[src/rtl/fetch_queue.sv]
// fetch_queue: instruction-fetch front end.
// Issues sequential imem reads with one request outstanding, buffers the
// returned words with their PC in a small FIFO, and hands them to decode
// over a valid/ready handshake. A redirect flushes the FIFO and discards
// any in-flight response.
module fetch_queue #(
    parameter int unsigned     xlen     = 32,
    parameter int unsigned     DEPTH    = 4,
    parameter logic [xlen-1:0] RESET_PC = '0
) (
    input  logic            clk,
    input  logic            rst_n,
    output logic            imem_req,
    output logic [xlen-1:0] imem_adr,
    input  logic [xlen-1:0] imem_resp,
    input  logic            imem_ack,
    input  logic            redirect_v,
    input  logic [xlen-1:0] redirect_pc,
    output logic            instr_v,
    output logic [xlen-1:0] instr,
    output logic [xlen-1:0] instr_pc,
    input  logic            instr_ready
);

    localparam int PW = $clog2(DEPTH);
    localparam int CW = PW + 1;

    typedef enum logic [1:0] {
        FETCH = 2'd0,
        WAIT  = 2'd1,
        KILL  = 2'd2
    } state_t;

    state_t            state;
    logic [xlen-1:0]   fetch_pc;
    logic [xlen-1:0]   fifo_word [DEPTH];
    logic [xlen-1:0]   fifo_pc   [DEPTH];
    logic [PW-1:0]     rd_ptr;
    logic [PW-1:0]     wr_ptr;
    logic [CW-1:0]     count;
    logic [xlen-1:0]   last_instr;
    logic [xlen-1:0]   last_pc;
    logic [xlen-1:0]   redirect_tgt;
    logic              can_issue;
    logic              push;
    logic              pop;

    // Redirect target is word aligned; the low two bits are simply dropped.
    assign redirect_tgt = redirect_pc & ~xlen'(3);

    // Issuing only with a free slot guarantees the response always has room.
    assign can_issue = (count < CW'(DEPTH));

    // Only a clean ack in WAIT lands in the FIFO; redirect and KILL discard it.
    assign push    = (state == WAIT) && imem_ack && !redirect_v;
    assign instr_v = (count != '0);
    assign pop     = instr_v && instr_ready && !redirect_v;

    // Head entry when valid, otherwise the last head seen.
    assign instr    = instr_v ? fifo_word[rd_ptr] : last_instr;
    assign instr_pc = instr_v ? fifo_pc[rd_ptr]   : last_pc;

    // Fetch FSM: request issue, ack handling and redirect tracking.
    always_ff @(posedge clk or negedge rst_n) begin
        if (!rst_n) begin
            state    <= FETCH;
            fetch_pc <= RESET_PC;
            imem_req <= 1'b0;
            imem_adr <= RESET_PC;
        end else begin
            case (state)
                FETCH: begin
                    if (redirect_v) begin
                        fetch_pc <= redirect_tgt;
                        imem_req <= 1'b0;
                    end else if (can_issue) begin
                        imem_req <= 1'b1;
                        imem_adr <= fetch_pc;
                        state    <= WAIT;
                    end else begin
                        imem_req <= 1'b0;
                    end
                end
                WAIT: begin
                    if (imem_ack) begin
                        imem_req <= 1'b0;
                        state    <= FETCH;
                        fetch_pc <= redirect_v ? redirect_tgt : fetch_pc + xlen'(4);
                    end else if (redirect_v) begin
                        fetch_pc <= redirect_tgt;
                        state    <= KILL;
                    end
                end
                KILL: begin
                    // Request stays held with its old address; the reply is dropped.
                    if (redirect_v) fetch_pc <= redirect_tgt;
                    if (imem_ack) begin
                        imem_req <= 1'b0;
                        state    <= FETCH;
                    end
                end
                default: begin
                    imem_req <= 1'b0;
                    state    <= FETCH;
                end
            endcase
        end
    end

    // FIFO pointers and occupancy; redirect flushes and overrides any pop.
    always_ff @(posedge clk or negedge rst_n) begin
        if (!rst_n) begin
            rd_ptr <= '0;
            wr_ptr <= '0;
            count  <= '0;
        end else if (redirect_v) begin
            rd_ptr <= '0;
            wr_ptr <= '0;
            count  <= '0;
        end else begin
            if (push) wr_ptr <= wr_ptr + PW'(1);
            if (pop)  rd_ptr <= rd_ptr + PW'(1);
            case ({push, pop})
                2'b10:   count <= count + CW'(1);
                2'b01:   count <= count - CW'(1);
                default: count <= count;
            endcase
        end
    end

    // FIFO storage: word plus the address it was fetched from.
    always_ff @(posedge clk) begin
        if (push) begin
            fifo_word[wr_ptr] <= imem_resp;
            fifo_pc[wr_ptr]   <= imem_adr;
        end
    end

    // Remember the current head so the outputs hold once the FIFO drains.
    always_ff @(posedge clk or negedge rst_n) begin
        if (!rst_n) begin
            last_instr <= '0;
            last_pc    <= '0;
        end else if (instr_v) begin
            last_instr <= fifo_word[rd_ptr];
            last_pc    <= fifo_pc[rd_ptr];
        end
    end

endmodule

[config.mk]
export PLATFORM = sky130hd
export DESIGN_NAME = fetch_queue
export DESIGN_NICKNAME = d
export VERILOG_FILES = /design/src/rtl/fetch_queue.sv
export SDC_FILE = /design/constraint.sdc
export NUM_CORES = 1
export LEC_CHECK = 0
export ABC_AREA = 0
export CORE_AREA = 2 2 211 254
export CTS_BUF_LIST = sky130_fd_sc_hd__clkbuf_8 sky130_fd_sc_hd__clkbuf_16
export DETAILED_ROUTE_END_ITERATION = 12
export DIE_AREA = 0 0 213 256
export SYNTH_ARGS = -nofsm -noshare
export SYNTH_HDL_FRONTEND = slang
export SYNTH_SLANG_ARGS = --single-unit
export TNS_END_PERCENT = 1
[constraint.sdc]
create_clock -name clk -period 8.1 [get_ports clk]
set_input_delay 1.62 -clock clk [delete_from_list [all_inputs] [get_ports clk]]
set_output_delay 1.62 -clock clk [all_outputs]
set_load 0.01 [all_outputs]
==> results.md <==
- Residual DRC count: 0
- Root Buffer: clkbuf_16
- Crit share post-route: 0.652
- GR Overflow Total: 0
- Reg2reg start: state[1]$_DFFE_PN0P_
- Maximum vdd ir drop: 175 µV
- Die Area: 0.0545 mm²
- Commonest non-fill, non-tap cell in the layout: edfxtp_1
- Met1 Use GR: 0.169
- Setup crit end kind: output port
- WL final: 35100 µm
- NumNets Final: 1102
- Starting density of the core: 0.296
- PD cells: 369 mW/mm²
- Busiest grt layer: met2
- Status: finished, final reports clean
- Combinational power share: 0.318
- Syn Nets: 924
- Area of the core: 0.0521 mm²
- Hold buffers post-CTS: 0
- Clock Path Buffers: 3
- Worst Setup Start Kind: flip-flop
- Register Area: 0.0111 mm²
- Worst Path Required: 6480 ps
- Layout area overhead: 25.1%
- # rows: 92
- Largest net degree at the start of global routing: 74
- Pre-CTS setup slack: 3230 ps
- Setup ws final: 2820 ps
- Cell area after synthesis: 0.0155 mm²
- Vias: 8239
- M2 GR Usage: 0.218
- Setup repair bufs after CTS: 0
- First-pass GRT wire length: 53200 µm
- Vias in the first global route: 8646
- Die W: 213 µm
- Sequential share of power: 0.413
- Diodes inserted: 0
- Clk pin slew, worst setup/hold paths: 60 ps
- Post-CTS Resized: 0
- Num ports: 167
- Max Fclk: 189 MHz
- Min-delay worst type: reg2reg
- Antenna violations before repair: 0
- Warnings, synthesis: 0
- Syn Area/Cell: 18.3 µm²
- Fill count: 4832
- Seq cells post-synth: 394
- DR iter-0 viols: 537
- Synth top area cells: edfxtp_1, dfrtp_1, mux4_2, mux2_2, nand2_1
- Tightest Pin Transition: 1060 ps
- Pint: 0.00504 W
- Min Hold Slack: 485 ps
- Async set or reset register ratio after synthesis: 0.350
- EDFF count, synth: 256
- Vias per cell: 4.68
- Yosys cell types: 58
- DIE HEIGHT: 256 µm
- Sw Ratio: 0.293
- DP HPWL: 21000 µm
- Post-DR wirelength/cell: 19.9 µm
- # setup viols final: 0
- Post-Syn Instances: 845
- Kind of critical path: reg2out
- Clock H-tree levels: 2
- Synth area leader: edfxtp_1
- Multi-input logic area: 0.00413 mm²
- Sum of negative setup slack: 0 ps
- Crit path from: rd_ptr[0]$_DFFE_PN0P_
- Hold Violations, Final: 0
- Area fraction of the dominant cell type after synthesis: 0.497
- GR Util met3: 0.0296
- Post-synthesis sequential area ratio: 0.721
- Relative slew slack: 0.291
- CTS tree: yes
- Drt pass-1 iters: 4
- CTS sink count: 394
- IO buf count: 164
- Final ANT Viol Nets: 0
- Fin. max-slew vios: 0
- Clock power frac: 0.269
- Most frequent cells in the layout: edfxtp_1, clkdlybuf4s50_1, dfrtp_1
- Hold path startpoint: fetch_pc[1]$_DFFE_PN0P_
- Clock skew: 8.70 ps
- Psw: 0.00208 W
- CP arrival: 3660 ps
- RSZ-0062 raised after global routing: false
- Share of layout cells above drive strength 1: 0.245
- GP Congestion: 0.806
- P_leak: 6.71 nW
- CTS buffer count: 42
- Post-synth top flop: edfxtp_1
- Max_cap viols: 0
- Crit path max fanout: 42
- Minimum clock period: 5280 ps
- Global Route Usage Sum: 0.130
- Clk_lat worst skew: 550 ps
-- state kept, by name (all words and copies together), names as in the netlist --
name	count
imem_adr	32
last_instr	32
imem_req	1
count	3
last_pc	32
fetch_pc	32
fifo_word	128
fifo_pc	128
rd_ptr	2
state	2
wr_ptr	2
-- final cells by class --
class                           instances  area share
Sequential cell                       394       0.577
Multi-Input combinational cell        399       0.214
Timing Repair Buffer                  178      0.0904
Clock buffer                           48      0.0592
Tap cell                              705      0.0456
Clock inverter                         29      0.0128
Inverter                                8     0.00155
-- cell families (layout without fill, tap and decap cells) --
family	count (synthesis)	after routing	synth area share
buf+inv	52	263	0.0139
flops	394	394	0.721
xor+xnor	5	5	0.00283
fa+ha+maj	10	10	0.00858
simple gates	141	141	0.0511
compound gates	74	74	0.0335
mux	169	169	0.169
-- critical path, cell delays in order (launching register included) --
cell and delay, ps:
dfrtp_4 1050, buf_4 610, mux4_2 580, mux2_2 290, clkdlybuf4s50_1 550
-- final timing paths --
path	end	slack (ps)	cells after the start
max in group asynchronous	last_pc[26]$_DFF_PN0_	5500	2
min in group asynchronous	last_instr[28]$_DFF_PN0_	1150	1
max reg2reg	fifo_word[1][11]$_DFFE_PP_	5170	5
min reg2reg	fetch_pc[1]$_DFFE_PN0P_	490	1
min	fetch_pc[1]$_DFFE_PN0P_	490	1
max	instr_pc[21]	2820	4
-- Yosys cell counts (8+ instances only) --
| cell type | n |
|---|---|
| inv_1 | 8 |
| dfrtp_1 | 138 |
| clkbuf_1 | 25 |
| mux2i_1 | 8 |
| edfxtp_1 | 256 |
| ha_1 | 9 |
| mux4_2 | 64 |
| mux2_2 | 97 |
| nand3_1 | 19 |
| a31oi_1 | 8 |
| nand2_1 | 35 |
| buf_1 | 10 |
| nand4_1 | 11 |
| a21oi_1 | 14 |
| o21ai_0 | 8 |
| a22oi_1 | 16 |
| nor2_1 | 18 |
-- power groups by stage --
stage	Clock [W]	Combinational [W]	Sequential, W
global route	0.00206	0.00244	0.00301
finish	0.00192	0.00226	0.00294
floorplan	0	0.00129	0.00283
global placement	0	0.00229	0.00298
CTS	0.00199	0.00232	0.00297
detailed placement	0	0.00231	0.00301
-- routing by layer --
layer  vias to the layer above  share of wire
met3                        45          0.051
li1                       3689              -
met4                         0          0.019
met1                      4310           0.44
met5                         -              0
met2                       195           0.49
-- through the flow --
step,instances,util,total power [W],cell area [µm²]
floorplan,845,-,0.00412,15500
global placement,1684,0.344,0.00527,17900
detailed placement,1684,0.344,0.00532,17900
CTS,1761,0.371,0.00728,19300
global route,1761,0.371,0.00752,19300
finish,1761,0.371,0.00712,19300
Power figures use the tool's default switching activity.
